File: src/rtl/sd_block_write_engine.sv
// SPI-mode SD data-block transmitter: lead-in gap, 0xFE token, streamed payload,
// CRC16, data-response decode and card-busy wait, reporting a 3-bit status.
module sd_block_write_engine #(
  parameter int DATA_WIDTH   = 16,
  parameter int BLOCK_BYTES  = 512,
  parameter int GAP_BYTES    = 1,
  parameter bit CRC_ENABLE   = 1'b1,
  parameter int BUSY_TIMEOUT = 65535
) (
  input  logic                  CLK,
  input  logic                  RST_N,
  input  logic                  START,
  input  logic [DATA_WIDTH-1:0] WORD_DATA,
  input  logic                  WORD_VALID,
  output logic                  WORD_READY,
  input  logic                  DO,
  output logic                  DI,
  output logic                  BUSY,
  output logic                  WRITE_FINISH,
  output logic [2:0]            STATUS,
  output logic                  UNDERRUN,
  output logic [2:0]            state_dbg
);

  localparam int DATA_BITS = 8 * BLOCK_BYTES;
  localparam int CNT_W     = $clog2(DATA_BITS + 16 + 1);
  localparam int WB_W      = (DATA_WIDTH > 1) ? $clog2(DATA_WIDTH) : 1;

  localparam logic [CNT_W-1:0] GAP_LAST  = CNT_W'(8 * GAP_BYTES - 1);
  localparam logic [CNT_W-1:0] DATA_LAST = CNT_W'(DATA_BITS - 1);
  localparam logic [CNT_W-1:0] CNT_3     = CNT_W'(3);
  localparam logic [CNT_W-1:0] CNT_6     = CNT_W'(6);
  localparam logic [CNT_W-1:0] CNT_7     = CNT_W'(7);
  localparam logic [CNT_W-1:0] CNT_15    = CNT_W'(15);
  localparam logic [WB_W-1:0]  WB_LAST   = WB_W'(DATA_WIDTH - 1);
  localparam logic [31:0]      BUSY_LAST = 32'(BUSY_TIMEOUT - 1);

  typedef enum logic [2:0] {
    S_IDLE, S_GAP, S_TOKEN, S_DATA, S_CRC, S_RESP, S_WAIT_BUSY, S_DONE
  } state_t;

  state_t                state_q, state_d;
  logic [CNT_W-1:0]      cnt_q, cnt_d;
  logic [WB_W-1:0]       wbit_q, wbit_d;
  logic [DATA_WIDTH-1:0] shreg_q, shreg_d;
  logic [15:0]           crc_q, crc_d;
  logic                  di_q, di_d;
  logic                  busy_q, busy_d;
  logic                  finish_q, finish_d;
  logic                  ready_q, ready_d;
  logic [2:0]            status_q, status_d;
  logic                  underrun_q, underrun_d;
  logic                  got_start_q, got_start_d;
  logic [2:0]            resp_q, resp_d;
  logic [31:0]           busy_cnt_q, busy_cnt_d;
  logic                  do_q;

  logic                  load_word, shift_word;
  logic [DATA_WIDTH-1:0] word;
  logic [15:0]           crc_out;

  function automatic logic [15:0] crc_step(input logic [15:0] c, input logic b);
    return {c[14:0], 1'b0} ^ ((c[15] ^ b) ? 16'h1021 : 16'h0000);
  endfunction

  // Card output is launched on the falling edge, so sample it mid-bit.
  always_ff @(posedge CLK) do_q <= DO;

  // Word handshake: at a falling-edge word boundary with WORD_VALID high the
  // word is latched, and WORD_READY is high for the following cycle to say so.
  // The producer then has DATA_WIDTH cycles to present the next word; a word
  // not valid at its boundary is replaced by ones and never retried.
  always_comb begin
    state_d     = state_q;
    cnt_d       = cnt_q;
    wbit_d      = wbit_q;
    shreg_d     = shreg_q;
    crc_d       = crc_q;
    di_d        = 1'b1;
    busy_d      = busy_q;
    finish_d    = 1'b0;
    ready_d     = 1'b0;
    status_d    = status_q;
    underrun_d  = underrun_q;
    got_start_d = got_start_q;
    resp_d      = resp_q;
    busy_cnt_d  = busy_cnt_q;
    load_word   = 1'b0;
    shift_word  = 1'b0;
    word        = '1;
    crc_out     = CRC_ENABLE ? crc_q : 16'hFFFF;

    case (state_q)
      S_IDLE: begin
        if (START) begin
          busy_d     = 1'b1;
          status_d   = 3'd0;
          underrun_d = 1'b0;
          crc_d      = 16'h0000;
          cnt_d      = '0;
          state_d    = (GAP_BYTES == 0) ? S_TOKEN : S_GAP;
        end
      end
      S_GAP: begin
        if (cnt_q == GAP_LAST) begin
          state_d = S_TOKEN;
          cnt_d   = '0;
        end else begin
          cnt_d = cnt_q + 1'b1;
        end
      end
      S_TOKEN: begin
        if (cnt_q == CNT_7) begin
          state_d   = S_DATA;
          cnt_d     = '0;
          load_word = 1'b1;
        end else begin
          cnt_d = cnt_q + 1'b1;
          di_d  = (cnt_q != CNT_6);  // 0xFE: only the final token bit is 0
        end
      end
      S_DATA: begin
        if (cnt_q == DATA_LAST) begin
          state_d = S_CRC;
          cnt_d   = '0;
          di_d    = crc_out[15];
          crc_d   = {crc_out[14:0], 1'b1};
        end else begin
          cnt_d = cnt_q + 1'b1;
          if (wbit_q == WB_LAST) load_word = 1'b1;
          else shift_word = 1'b1;
        end
      end
      S_CRC: begin
        if (cnt_q == CNT_15) begin
          state_d     = S_RESP;
          cnt_d       = '0;
          got_start_d = 1'b0;
        end else begin
          cnt_d = cnt_q + 1'b1;
          di_d  = crc_q[15];
          crc_d = {crc_q[14:0], 1'b1};
        end
      end
      S_RESP: begin
        if (!got_start_q) begin
          if (!do_q) begin
            got_start_d = 1'b1;
            cnt_d       = '0;
          end else if (cnt_q == CNT_7) begin
            status_d = 3'd3;
            state_d  = S_DONE;
          end else begin
            cnt_d = cnt_q + 1'b1;
          end
        end else begin
          resp_d = {resp_q[1:0], do_q};
          if (cnt_q == CNT_3) begin
            // resp_q now holds r[3:1]; r[0] is not part of the code.
            case (resp_q)
              3'b010: begin
                status_d   = 3'd0;
                busy_cnt_d = '0;
                state_d    = S_WAIT_BUSY;
              end
              3'b101: begin status_d = 3'd1; state_d = S_DONE; end
              3'b110: begin status_d = 3'd2; state_d = S_DONE; end
              default: begin status_d = 3'd7; state_d = S_DONE; end
            endcase
          end else begin
            cnt_d = cnt_q + 1'b1;
          end
        end
      end
      S_WAIT_BUSY: begin
        if (do_q) begin
          state_d = S_DONE;
        end else if (busy_cnt_q == BUSY_LAST) begin
          status_d = 3'd4;
          state_d  = S_DONE;
        end else begin
          busy_cnt_d = busy_cnt_q + 32'd1;
        end
      end
      S_DONE: begin
        busy_d  = 1'b0;
        state_d = S_IDLE;
      end
      default: state_d = S_IDLE;
    endcase

    if (load_word) begin
      if (WORD_VALID) begin
        word    = WORD_DATA;
        ready_d = 1'b1;
      end else begin
        underrun_d = 1'b1;
      end
      wbit_d = '0;
    end else if (shift_word) begin
      word   = shreg_q;
      wbit_d = wbit_q + 1'b1;
    end

    if (load_word || shift_word) begin
      di_d    = word[DATA_WIDTH-1];
      shreg_d = (word << 1) | DATA_WIDTH'(1);
      crc_d   = crc_step(crc_q, word[DATA_WIDTH-1]);
    end

    finish_d = (state_d == S_DONE);
  end

  always_ff @(negedge CLK) begin
    if (!RST_N) begin
      state_q     <= S_IDLE;
      cnt_q       <= '0;
      wbit_q      <= '0;
      shreg_q     <= '1;
      crc_q       <= 16'h0000;
      di_q        <= 1'b1;
      busy_q      <= 1'b0;
      finish_q    <= 1'b0;
      ready_q     <= 1'b0;
      status_q    <= 3'd0;
      underrun_q  <= 1'b0;
      got_start_q <= 1'b0;
      resp_q      <= '0;
      busy_cnt_q  <= '0;
    end else begin
      state_q     <= state_d;
      cnt_q       <= cnt_d;
      wbit_q      <= wbit_d;
      shreg_q     <= shreg_d;
      crc_q       <= crc_d;
      di_q        <= di_d;
      busy_q      <= busy_d;
      finish_q    <= finish_d;
      ready_q     <= ready_d;
      status_q    <= status_d;
      underrun_q  <= underrun_d;
      got_start_q <= got_start_d;
      resp_q      <= resp_d;
      busy_cnt_q  <= busy_cnt_d;
    end
  end

  assign DI           = di_q;
  assign BUSY         = busy_q;
  assign WRITE_FINISH = finish_q;
  assign WORD_READY   = ready_q;
  assign STATUS       = status_q;
  assign UNDERRUN     = underrun_q;
  assign state_dbg    = state_q;

endmodule

File: config.mk
export PLATFORM = sky130hd
export DESIGN_NAME = sd_block_write_engine
export DESIGN_NICKNAME = d
export VERILOG_FILES = /design/src/rtl/sd_block_write_engine.sv
export SDC_FILE = /design/constraint.sdc
export NUM_CORES = 1
export LEC_CHECK = 0
export ABC_AREA = 1
export ABC_CLOCK_PERIOD_IN_PS = 2460
export BUFFER_PORTS_ARGS = -buffer_cell sky130_fd_sc_hd__buf_2
export CAP_MARGIN = 5
export CORE_MARGIN = 10
export CORE_UTILIZATION = 54
export DETAILED_ROUTE_END_ITERATION = 10
export GPL_ROUTABILITY_DRIVEN = 0
export PLACE_DENSITY = 0.72
export SETUP_SLACK_MARGIN = 0.15
export SLEW_MARGIN = 0
export SYNTH_ARGS = -nofsm -noshare
export SYNTH_HDL_FRONTEND = slang
export SYNTH_SLANG_ARGS = --single-unit
export TNS_END_PERCENT = 100
File: constraint.sdc
create_clock -name CLK -period 2.46 [get_ports CLK]
set_input_delay 0.738 -clock CLK [delete_from_list [all_inputs] [get_ports CLK]]
set_output_delay 0.738 -clock CLK [all_outputs]
set_load 0.01 [all_outputs]
==> metrics.txt <==
Post-synth EDFFs 0; flop2flop setup slack -0.35 ns; number of antenna diodes 0; largest net degree at the start of global routing 29; Fin Clk Skew 0.06694 ns; average size of a mapped cell 6.689 µm²; Via-to-Cell Ratio 6.002; Crit. End Element primary output; maximum number of buffers from clock root to sink 2; leftover overflow at the end of global routing 0; arrival time of data at the critical path endpoint about 2.1 ns; routed len/inst 18.05 µm; Overall Power between 3 and 4 mW; Seq. cell area between 0.0015 and 0.002 mm²; antenna violations before repair 0; R2R cell count 11; starting utilization of the core area a little over half; WP depth 1; Hold WS roughly 0.44 ns; setup tns final -20.58 ns; async set or reset register ratio after synthesis 0%; actual transition at the worst max-transition pin 0.5205 ns; number of levels the H-tree was split into 3; post-route setup slack -0.3944 ns; final hold violations 0; CTS root buf sky130_fd_sc_hd__clkbuf_8; standard-cell rows 36; number of CTS-inserted buffers 9; unrepaired setup endpoints after global routing true; Total Nets Final 1002; core box area between 0.009 and 0.01 mm²; drt drc 0; Critical Setup Path Class reg -> out; number of distinct library cells after synthesis 39; worst endpoint required time 1.72 ns; 1st-pass router iterations 8; failing checks setup timing; commonest non-fill, non-tap cell in the layout sky130_fd_sc_hd__inv_1; run status complete, but fails checks; fill count 490; Worst path slowest cell sky130_fd_sc_hd__dfxtp_4; post-CTS clock slew at the launch and capture registers of the worst setup and hold paths 0.13 ns; Port-buffer cells 31; source-to-sink clock delay at the later pin of the worst-skew pair approximately 0.45 ns; number of register bits inferred by synthesis 96; count of pins on the block boundary 32; total length of routed wires about 20 mm; Hold WC Path Type in -> reg; height of the die 119.0 µm; biggest cell delay along the critical path ~0.34 ns; number of clock sinks 96; combined area of all synthesized cells 0.005298 mm²; clock tree from TritonCTS done; vias 6680; gate count after technology mapping 792; relative max-transition margin about two thirds; overall track demand over capacity in global routing 23.62%; Hold Path Stages 1; area of the multi-input gates 0.003887 mm²; net count after synthesis a little over 800; Area growth syn-to-layout 54.06%; horizontal extent of the die 119.0 µm; wire length of the first global-routing pass 28.75 mm; prevailing post-synth register cell sky130_fd_sc_hd__dfxtp_1; Critical Path Fanout Max 2; Slew Viols, Final 0; maximum capacitance violations 0; antenna violation net count after detailed routing 0; Buffers & Inverters on Critical Path 1; setup-violating endpoint count in the final report 78; VDD IR max 0.2937 mV; YS warnings 0; CP startpoint kind flop; die outline area 0.01417 mm²; number of global-route vias before repair 6222; family with the most delay on the worst path flip-flops; share of the yosys chip area belonging to registers 36.28%; critical path cell sequence buf_6; power density normalized to cell area between 400 and 500 mW/mm²; most used cells in the layout excluding fill and tap cells sky130_fd_sc_hd__inv_1 (154), sky130_fd_sc_hd__nand2_1 (133), sky130_fd_sc_hd__dfxtp_1 (87); leakage power 3.714 nW; Detailed Place HPWL 9.563 mm; ratio of cells with drive above 1 in the final layout 35.51%; Iteration-0 DRC Markers 1080
-- worst paths after layout --
check | endpoint | startpoint
worst max-delay path | state_dbg[2] | state_dbg[2]$_SDFF_NN0_
worst min-delay path | do_q$_DFF_P_ | DO
worst max register to register | busy_cnt_q[17]$_SDFFE_NN0P_ | do_q$_DFF_P_
worst min register to register | STATUS[1]$_SDFFE_NN0P_ | STATUS[1]$_SDFFE_NN0P_
-- stage by stage --
step	instance area (µm²)	worst slack [ns]	cells	util, %
after floorplan	5558	-0.3607	792	-
after global placement	5904	-0.5402	957	60.97
after detailed placement	5904	-0.5838	957	60.97
after CTS	7570	-0.3729	1098	78.17
after global routing	8162	-0.3970	1113	84.28
final	8162	-0.3944	1113	84.28
-- cells in the mapped netlist, types with 2 or more instances --
cell type                   count  share of area, %
sky130_fd_sc_hd__nand2_1      191                14
sky130_fd_sc_hd__dfxtp_1       96                36
sky130_fd_sc_hd__nor2_1        91               6.4
sky130_fd_sc_hd__a21oi_1       75               7.1
sky130_fd_sc_hd__inv_1         67               4.7
sky130_fd_sc_hd__o21ai_0       59               5.6
sky130_fd_sc_hd__nand3_1       41               3.9
sky130_fd_sc_hd__nor3_1        22               2.1
sky130_fd_sc_hd__clkbuf_1      18               1.3
sky130_fd_sc_hd__xnor2_1       15               2.5
sky130_fd_sc_hd__xor2_1        15               2.5
sky130_fd_sc_hd__o211ai_1      14               2.0
sky130_fd_sc_hd__inv_2         11              0.78
sky130_fd_sc_hd__nand4_1       10               1.2
sky130_fd_sc_hd__nor4_1         9               1.1
sky130_fd_sc_hd__nand2_2        8              0.94
sky130_fd_sc_hd__buf_2          7              0.66
sky130_fd_sc_hd__ha_1           6               1.4
sky130_fd_sc_hd__nor2_4         5               1.1
sky130_fd_sc_hd__buf_6          4              0.85
sky130_fd_sc_hd__nor2_2         4              0.47
sky130_fd_sc_hd__a31oi_1        2              0.24
sky130_fd_sc_hd__nand2_4        2              0.43
sky130_fd_sc_hd__nor3_2         2              0.38
sky130_fd_sc_hd__o2111ai_1      2              0.33
sky130_fd_sc_hd__o21ai_1        2              0.19
sky130_fd_sc_hd__or2_2          2              0.24
-- logic make-up (layout without fill, tap and decap cells) --
| kind of cell | Yosys count | count (layout) | synth area share, % |
|---|---|---|---|
| buffers and inverters | 110 | 298 | 8.644 |
| adder cells (fa/ha/maj) | 6 | 6 | 1.417 |
| XOR/XNOR | 30 | 30 | 4.960 |
| flip-flops | 96 | 96 | 36.28 |
| AND/OR/NAND/NOR | 391 | 391 | 32.43 |
| AO/OA/AOI/OAI | 159 | 159 | 16.27 |
-- sequential cells by signal (all words and copies together), names as in the netlist, 3 cells and up --
register and flops:
STATUS 3, busy_cnt_q 32, cnt_q 13, crc_out 16, resp_q 3, shreg_q 15, state_dbg 3, wbit_q 4
-- report_power, final --
| part | switching [mW] | internal, mW |
|---|---|---|
| clock network | 1.11 | 0.594 |
| registers | 0.0272 | 1.59 |
| logic | 0.223 | 0.196 |
-- cell type report --
cell class	instances	share of cell area, %
inverters	79	4.262
clock buffers	9	1.518
repair buffers	107	15.53
multi-input cells	586	47.63
repair inverters	1	0.09198
flip-flops and latches	96	23.78
clock inverters	102	5.151
well taps	133	2.039
-- per-layer routing --
metal	up-vias	share of wire, %	GRT usage, %
met2	529	47	38.45
li1	2965	-	-
met4	0	5.2	12.21
met5	-	0	0
met3	137	10	5.432
met1	3049	38	28.54
-- timing repair --
action | in CTS | in global routing
hold buffers | 0 | 0
cloned | 10 | 1
gates resized for setup | 184 | 106
pin swaps | 38 | 34
endpoints found under the setup margin | 92 | 96
buffers inserted | 21 | 14
(Power assumes the default switching activity.)
